$ cat config.mk
export PLATFORM = sky130hd
export DESIGN_NAME = rv32_writeback_arbiter
export DESIGN_NICKNAME = d
export VERILOG_FILES = /design/src/rtl/rv32_types.sv /design/src/rtl/rv32_rr_arbiter.sv /design/src/rtl/rv32_writeback_arbiter.sv
export SDC_FILE = /design/constraint.sdc
export NUM_CORES = 1
export LEC_CHECK = 0
export CAP_MARGIN = 20
export CORE_UTILIZATION = 40
export CTS_CLUSTER_DIAMETER = 120
export CTS_CLUSTER_SIZE = 12
export DETAILED_ROUTE_END_ITERATION = 8
export GPL_TIMING_DRIVEN = 0
export PLACE_DENSITY = 0.79
export SLEW_MARGIN = 0
export SYNTH_ARGS = -nofsm -noshare
export SYNTH_HDL_FRONTEND = slang
export SYNTH_SLANG_ARGS = --single-unit
$ cat constraint.sdc
create_clock -name clk -period 7.8 [get_ports clk]
set_input_delay 2.34 -clock clk [delete_from_list [all_inputs] [get_ports clk]]
set_output_delay 2.34 -clock clk [all_outputs]
set_load 0.01 [all_outputs]
$ cat src/rtl/rv32_types.sv
//------------------------------------------------------------------------------
// rv32_types
// Shared RV32 datapath types: register ids, data words, the register-file
// write request and the per-unit retiring result (wb_result_t).
// Ports: none (package).
// Revision: 1.0
//------------------------------------------------------------------------------
`default_nettype none

package rv32_types;

  localparam int RV_XLEN     = 32;
  localparam int RV_NUM_REGS = 32;

  typedef logic [4:0]         rv_reg_id_t;
  typedef logic [RV_XLEN-1:0] rv32_word;

  // One write toward the register file's single write port.
  typedef struct packed {
    logic       write;
    rv_reg_id_t id;
    rv32_word   data;
  } register_write_request_t;

  // A result retiring from an execution unit.
  typedef struct packed {
    rv_reg_id_t id;
    rv32_word   data;
  } wb_result_t;

  // One-hot register mask for a destination id.
  function automatic logic [RV_NUM_REGS-1:0] reg_bit(input rv_reg_id_t id);
    return RV_NUM_REGS'(1) << id;
  endfunction

endpackage

`default_nettype wire

$ cat src/rtl/rv32_rr_arbiter.sv
//------------------------------------------------------------------------------
// rv32_rr_arbiter
// Round-robin arbiter: request vector in, at most one one-hot grant out.
// The search starts at rr_ptr and wraps; after a grant to w the pointer
// moves to w+1 (mod NUM_REQ), so the last winner has lowest priority.
// Ports:
//   clk, resetn   clock, asynchronous active-low reset
//   req           request vector
//   grant         one-hot grant (all zero when nothing requests)
// Revision: 1.0
//------------------------------------------------------------------------------
`default_nettype none

module rv32_rr_arbiter #(
  parameter int NUM_REQ = 3
) (
  input  logic               clk,
  input  logic               resetn,
  input  logic [NUM_REQ-1:0] req,
  output logic [NUM_REQ-1:0] grant
);

  localparam int PTR_W = (NUM_REQ > 1) ? $clog2(NUM_REQ) : 1;

  logic [PTR_W-1:0] rr_ptr;
  logic [PTR_W-1:0] next_ptr;
  logic             any_grant;

  always_comb begin
    logic [PTR_W:0]   sum;
    logic [PTR_W-1:0] idx;
    sum       = '0;
    idx       = '0;
    grant     = '0;
    next_ptr  = rr_ptr;
    any_grant = 1'b0;
    for (int k = 0; k < NUM_REQ; k++) begin
      // Candidate index (rr_ptr + k) mod NUM_REQ; both terms are < NUM_REQ,
      // so a single conditional subtract is enough.
      sum = {1'b0, rr_ptr} + (PTR_W+1)'(k);
      if (sum >= (PTR_W+1)'(NUM_REQ)) begin
        sum = sum - (PTR_W+1)'(NUM_REQ);
      end
      idx = sum[PTR_W-1:0];
      if (!any_grant && req[idx]) begin
        any_grant  = 1'b1;
        grant[idx] = 1'b1;
        next_ptr   = (idx == PTR_W'(NUM_REQ-1)) ? '0 : idx + PTR_W'(1);
      end
    end
  end

  always_ff @(posedge clk or negedge resetn) begin
    if (!resetn) begin
      rr_ptr <= '0;
    end else if (any_grant) begin
      rr_ptr <= next_ptr;
    end
  end

endmodule

`default_nettype wire

$ cat src/rtl/rv32_writeback_arbiter.sv
//------------------------------------------------------------------------------
// rv32_writeback_arbiter
// Producer side of the register file's single write port. Buffers one
// retiring result per execution unit, arbitrates round-robin and emits one
// register_write_request_t per cycle. Publishes a pending-destination mask
// for the decode stage's hazard stall.
// Ports:
//   clk, resetn     clock, asynchronous active-low reset
//   src_valid       producer i presents a result
//   src_result      {id, data} per producer
//   src_ready       producer i is accepted at the next rising edge if valid
//   write_request   {write, id, data} toward the register file
//   pending_mask    bit r set while a write to xr is buffered or in flight
//   busy            any buffer or the output register is occupied
// Revision: 1.0
//------------------------------------------------------------------------------
`default_nettype none

import rv32_types::*;

module rv32_writeback_arbiter #(
  parameter int NUM_SOURCES = 3
) (
  input  logic                    clk,
  input  logic                    resetn,
  input  logic [NUM_SOURCES-1:0]  src_valid,
  input  wb_result_t              src_result [NUM_SOURCES],
  output logic [NUM_SOURCES-1:0]  src_ready,
  output register_write_request_t write_request,
  output logic [31:0]             pending_mask,
  output logic                    busy
);

  logic [NUM_SOURCES-1:0] buf_valid;
  wb_result_t             buf_entry [NUM_SOURCES];
  logic [NUM_SOURCES-1:0] req;
  logic [NUM_SOURCES-1:0] discard;
  logic [NUM_SOURCES-1:0] grant;
  wb_result_t             winner;

  // Writes to x0 are architecturally void: such entries never compete and
  // are dropped at the next edge instead.
  always_comb begin
    req     = '0;
    discard = '0;
    for (int i = 0; i < NUM_SOURCES; i++) begin
      req[i]     = buf_valid[i] && (buf_entry[i].id != '0);
      discard[i] = buf_valid[i] && (buf_entry[i].id == '0);
    end
  end

  rv32_rr_arbiter #(
    .NUM_REQ (NUM_SOURCES)
  ) u_rr_arbiter (
    .clk    (clk),
    .resetn (resetn),
    .req    (req),
    .grant  (grant)
  );

  // A draining entry (granted or discarded) frees its slot for a refill on
  // the same edge. Depends on state only, so producers see no comb path.
  assign src_ready = ~buf_valid | grant | discard;

  // Grant is one-hot, so a priority-free select is exact.
  always_comb begin
    winner = '0;
    for (int i = 0; i < NUM_SOURCES; i++) begin
      if (grant[i]) begin
        winner = buf_entry[i];
      end
    end
  end

  always_ff @(posedge clk or negedge resetn) begin
    if (!resetn) begin
      buf_valid <= '0;
      for (int i = 0; i < NUM_SOURCES; i++) begin
        buf_entry[i] <= '0;
      end
    end else begin
      for (int i = 0; i < NUM_SOURCES; i++) begin
        if (src_valid[i] && src_ready[i]) begin
          buf_valid[i] <= 1'b1;
          buf_entry[i] <= src_result[i];
        end else if (grant[i] || discard[i]) begin
          buf_valid[i] <= 1'b0;
        end
      end
    end
  end

  // id/data hold on idle cycles; only the write strobe is cleared.
  always_ff @(posedge clk or negedge resetn) begin
    if (!resetn) begin
      write_request <= '0;
    end else if (|grant) begin
      write_request <= '{write: 1'b1, id: winner.id, data: winner.data};
    end else begin
      write_request.write <= 1'b0;
    end
  end

  always_comb begin
    pending_mask = '0;
    for (int i = 0; i < NUM_SOURCES; i++) begin
      if (req[i]) begin
        pending_mask = pending_mask | reg_bit(buf_entry[i].id);
      end
    end
    if (write_request.write) begin
      pending_mask = pending_mask | reg_bit(write_request.id);
    end
    pending_mask[0] = 1'b0;
  end

  assign busy = (|buf_valid) || write_request.write;

endmodule

`default_nettype wire

Word level (Yosys, flattened, before mapping) --
Index checks and enable logic that the tools add are counted. W data, S select, Z words.
Cells by class: equal/unequal tests 3, bitwise logic cells 8, shift operators 4, $add $sub $neg 8, order comparisons 9, reductions and logical operators 33, multiplexer cells 41
Operators by type and width (count):
- $mux W32 | 4
- $shl A1 B5 Y32 const A | 4
- $mux W37 | 3
- $or A32 B32 Y32 | 3
- $mux W2 | 9
- $mux W1 | 16
- $logic_not A5 Y1 | 3
- $reduce_bool A5 Y1 | 3
- $logic_and A1 B1 Y1 | 14
- $or A3 B3 Y3 | 4
- $lt A2 B3 Y1 const B | 3
- $mux W3 | 3
- $add A2 B1 Y2 const B | 3
- $bmux W1 S2 | 3
- $demux W1 S2 | 3
- $eq A2 B2 Y1 const B | 3
- $ge A2 B1 Y1 const B | 3
- $ge A3 B2 Y1 const B | 2
- $reduce_bool A2 Y1 | 3
- $reduce_or A3 Y1 | 2
- $sub A2 B2 Y2 const B | 3
- $logic_or A1 B1 Y1 | 4
- $add A2 B1 Y3 const B | 1
- $add A2 B2 Y3 const B | 1
- 5 further kinds | 6
Storage, ports and cells: logic and storage cells 119, output and inout port bits 74, input bits 116, register bits 154

Longest topological paths before layout --
depth in word-level cells 15, mapped depth 12, depth with buffers taken out 9

Cells and area by module --
From an unflattened synthesis, not the netlist that was laid out.
Unflattened totals: cells, all modules 676, area, all modules 8109.0 um2
Modules (own cells, without submodules):
- rv32_writeback_arbiter | cells each 634, times used 1, area an instance 7738.7 um2, seq. area each 3803.6 um2
- rv32_rr_arbiter | cells each 42, times used 1, area an instance 370.4 um2, seq. area each 50.0 um2

Worst setup path before layout --
No wires, ideal clock.
path kind register to output, start point reg u_rr_arbiter.rr_ptr[0], end point out src_ready[0], data required time 5.460 ns, slack 3.308 ns, arrival time 2.152 ns, stages on the path, launching flop included 11, buffers on the path 2, path through dfrtp_1 -> inv_1 -> ha_1 -> clkbuf_1 -> nor4b_1 -> a2bb2oi_1 -> o22ai_1 -> a32o_1 -> a221oi_4 -> buf_4 -> nand2_1
On the way: longest elaborated chain between the ends 13, elaborated cells between the ends (all ways) 45, classes of those cells 5 x add/sub; 9 x order compare; 20 x mux; 4 x bitwise; 7 x reduce/logical
RTL lines:
- start: declaration | RTL line rv32_rr_arbiter.sv:25 | logic [PTR_W-1:0] rr_ptr;
- start signal: assignment | RTL line rv32_rr_arbiter.sv:57 | rr_ptr <= next_ptr;
- $add A2 B1 Y3, or another cell as far along | RTL line rv32_rr_arbiter.sv:40 | sum = {1'b0, rr_ptr} + (PTR_W+1)'(k);
- $ge A3 B2 Y1, or another cell as far along | RTL line rv32_rr_arbiter.sv:41 | if (sum >= (PTR_W+1)'(NUM_REQ)) begin
- $mux W2, or another cell as far along | RTL line rv32_rr_arbiter.sv:41
- $lt A2 B3 Y1 (not written as such), or another cell as far along | RTL line rv32_rr_arbiter.sv:47 | grant[idx] = 1'b1;
- $logic_and A1 B1 Y1 (not written as such), or another cell as far along | RTL line rv32_rr_arbiter.sv:47
- $mux W1 (not written as such), or another cell as far along | RTL line rv32_rr_arbiter.sv:47
- $demux W1 S2, or another cell as far along
- $or A3 B3 Y3 (no source line) / $mux W1 (equally long branches)
- $mux W3 / $logic_not A1 Y1 (equally long branches) | RTL line rv32_rr_arbiter.sv:45 | if (!any_grant && req[idx]) begin
- $or A3 B3 Y3 (no source line) / $logic_and A1 B1 Y1 (equally long branches)
- $mux W3 (*) | RTL line rv32_rr_arbiter.sv:45
- $or A3 B3 Y3 (*) (2 in series) | RTL line rv32_writeback_arbiter.sv:63 | assign src_ready = ~buf_valid | grant | discard;
- end: declaration | RTL line rv32_writeback_arbiter.sv:28 | output logic [NUM_SOURCES-1:0] src_ready,
Every way passes the cells marked *; elsewhere a longest branch is shown, timed or not. The select of a mux whose other input is x is not followed.

Worst setup path after layout --
start point reg buf_entry[70] (netlist bit), end point out src_ready[2]
On the way: longest elaborated chain between the ends 13, elaborated cells between the ends (all ways) 21, classes of those cells 11 x mux; 4 x bitwise; 6 x reduce/logical
RTL lines:
- start: declaration | RTL line rv32_writeback_arbiter.sv:35 | wb_result_t buf_entry [NUM_SOURCES];
- start signal: indexed assignment | RTL line rv32_writeback_arbiter.sv:85 | buf_entry[i] <= src_result[i];
- $reduce_bool A5 Y1 (*) | RTL line rv32_writeback_arbiter.sv:47 | req[i] = buf_valid[i] && (buf_entry[i].id != '0);
- $logic_and A1 B1 Y1 (*) | RTL line rv32_writeback_arbiter.sv:47
- $bmux W1 S2 | RTL line rv32_rr_arbiter.sv:45
- $mux W1 (not written as such) | RTL line rv32_rr_arbiter.sv:45
- $mux W1 | RTL line rv32_rr_arbiter.sv:45
- $logic_not A1 Y1 | RTL line rv32_rr_arbiter.sv:45
- $logic_and A1 B1 Y1 | RTL line rv32_rr_arbiter.sv:45
- $mux W1 | RTL line rv32_rr_arbiter.sv:45
- $logic_not A1 Y1 | RTL line rv32_rr_arbiter.sv:45
- $logic_and A1 B1 Y1 | RTL line rv32_rr_arbiter.sv:45
- $mux W3 (*) | RTL line rv32_rr_arbiter.sv:45
- $or A3 B3 Y3 (*) (2 in series) | RTL line rv32_writeback_arbiter.sv:63
Marked as above.

==> results.toml <==
[critical_path]
crit_slowest_cell = "a21oi_1"
cp_slowest_stage_delay_ns = 0.52
end_kind = "output pin"
critPathKind = "register to output pin"
cp.required_ns = 5.46
critPathLaunchType = "register"
crit_chain = "clkbuf_1, or3_1, o21ai_1, o32ai_2, a21oi_1, buf_4, nand2_1, clkdlybuf4s50_1"
cp_max_fo = 10
reg2reg_depth = 9
ff2ff_setup_slack_ns = 4.29
cp_data_arrival_time_ns = 3.57

[logic_synthesis]
synthMostInstantiatedCell = "dfrtp_1"
syn_area_per_cell_um2 = 11.3
synth.top_cell.area_share_pct = 49.0
syn_nets = 816
synth_top_cell_by_area = "dfrtp_1"
synth_commonest_cells = "dfrtp_1 (154), nor2_1 (96), mux2_2 (72)"
syn_inst = 696
synth_ff_type = "dfrtp_1"
async_reset_ff_share_pct = 100
synth_cell_type_count = 64
synth_area_leaders = "dfrtp_1 (49%), mux2_2 (10%), mux2_1 (5.2%)"
synth_enable_flop_cells = 0
syn_area_um2 = 7870
ys_ff_latch = 154
synth-seq-area-share_pct = 49.0
ys_warn_count = 0

[die]
core_um2 = 19000
die_h_um = 142
rows = 50
io_pins = 190
initial_core_util_pct = 41.4
die_w_um = 142
die-area_um2 = 20200

[route]
routedWlPerCell_um = 20.5
first_pass_iters = 5
drt-total-wl_um = 24200
vias_per_cell = 5.65
vias = 6659
drc_errors = 0
drt_iter0_drc = 538
ant_nets = 0

[layout]
area_growth_pct = 36.1
fin_util_pct = 56.3
drive_above_1_share_pct = 15.5
nFillCells = 1673
nets = 1024

[clock_tree]
clockRootBuffer = "clkbuf_16"
cts-hold-fix-buffers = 0
clockBufferDepth = 2
post-cts-setup-buffer-count = 0
cts_resized = 0
clk_transition_reported_paths_ns = 0.06
clkSinkCount = 154
numCtsBuffers = 17
htree_levels = 4
cts_tree = "built"
clk_latency_ns = 0.42

[global_route]
grt-busiest-layer = "met2"
gr-usage-met2_pct = 38.9
grt.met3_usage_pct = 6.46
grt_pass1_vias = 6646
grt_first_pass_wirelength_um = 37600
met1_usage_pct = 32.3
track_usage_pct = 24.6
antenna_found_initial = 1
grt-ovfl-total = 0
grt_max_degree = 85

[sta]
clock.fmax_mhz = 169
fin_crit_ns = 5.91
slew_viol_final = 0
hold_slack_ns = 0.486
rsz0062_at_grt = "false"
clock_skew_ns = 0.0119
tightest_slew_ns = 1.08
max-slew-margin-rel_pct = 28.1
finalCritPeriodShare_pct = 75.8
hold_viol = 0
setup_viol = 0

[min_path]
hold_path_depth = 1
holdCritPathClass = "register to register"

[power]
irDropWorstVdd_uv = 292
leakagePower_nw = 4.39
p_per_area_nw_per_um2 = 529
finalPower_mw = 5.66

[outcome]
outcome = "finished clean"

[flow_run]
maxCapViolCount = 0

[placement]
post-dp-hpwl_um = 17700
numPortBuffers = 188
place_congestion = 0.952
==> cell type report <==
class | count | area [um^2] | area share, %
sequential | 154 | 3850 | 36.0
buffer | 57 | 282 | 2.63
clock buffer | 19 | 443 | 4.14
clock inverter | 13 | 159 | 1.48
timing repair buffer | 189 | 1910 | 17.8
multi-input combinational | 481 | 3720 | 34.7
inverter | 4 | 15.0 | 0.140
antenna | 1 | 2.50 | 0.0234
tap | 260 | 325 | 3.04
==> critical path: cells and delay by family (launching register included) <==
family / cells / cell delay (ns)
buffers and inverters: 3 / 1.01
AO/OA/AOI/OAI: 3 / 1.22
flip-flops: 1 / 0.36
AND/OR/NAND/NOR: 2 / 0.57
==> stage by stage <==
stage               std cells  cell area [um^2]  TNS (ns)  worst slack (ns)
floorplan                 696              7870         0              3.31
global placement         1144             10100   -284.81             -1.87
detailed placement       1145             10100         0              2.38
CTS                      1177             10700         0              1.88
global route             1177             10700         0              1.66
finish                   1178             10700         0              1.89
==> sequential cells by signal, indices dropped and copies added, names as in the netlist <==
register / count
buf_entry: 111
buf_valid: 3
u_rr_arbiter.rr_ptr: 2
write_request: 38
==> path summary, 6_finish.rpt <==
path	end	startpoint
setup / recovery	src_ready[2]	buf_entry[70]
hold / removal	buf_entry[22]	buf_entry[22]
setup reg to reg	write_request[34]	buf_entry[70]
hold reg to reg	buf_entry[22]	buf_entry[22]
max in group asynchronous	buf_entry[110]	resetn
min in group asynchronous	buf_entry[21]	resetn
==> routing by layer <==
layer  vias to the layer above  wire length (um)
met5                         -                 0
met2                       304             11300
met1                      3281             10200
met3                        50              1960
met4                         0               644
li1                       3024                 -
==> cell usage in the layout, fill, tap and decap left out, types with 17 or more instances in the layout <==
master,instances
clkdlybuf4s50_1,187
dfrtp_1,154
nor2_1,96
mux2_2,72
mux2i_1,38
a221oi_1,37
mux2_1,36
clkbuf_1,34
nand2_1,22
o221ai_1,18
nand2b_1,17
clkbuf_16,17
==> power breakdown <==
| group | total, mW | switching (mW) | internal [mW] | leakage (nW) |
|---|---|---|---|---|
| clock network | 0.839 | 0.349 | 0.489 | 0.295 |
| logic | 3.32 | 1.79 | 1.53 | 2.31 |
| registers | 1.50 | 0.249 | 1.25 | 1.79 |
| total | 5.66 | 2.39 | 3.27 | 4.39 |
==> kinds of logic after synthesis <==
family                     share of synthesized area (%)
AOI/OAI and AO/OA                                   14.2
DFF                                                 49.0
buffers and inverters                               3.77
adders and majority gates                          0.636
other                                             0.0477
and+or+nand+nor                                     12.0
muxes                                               20.3
Note: power is estimated with default switching activity, not from simulation.
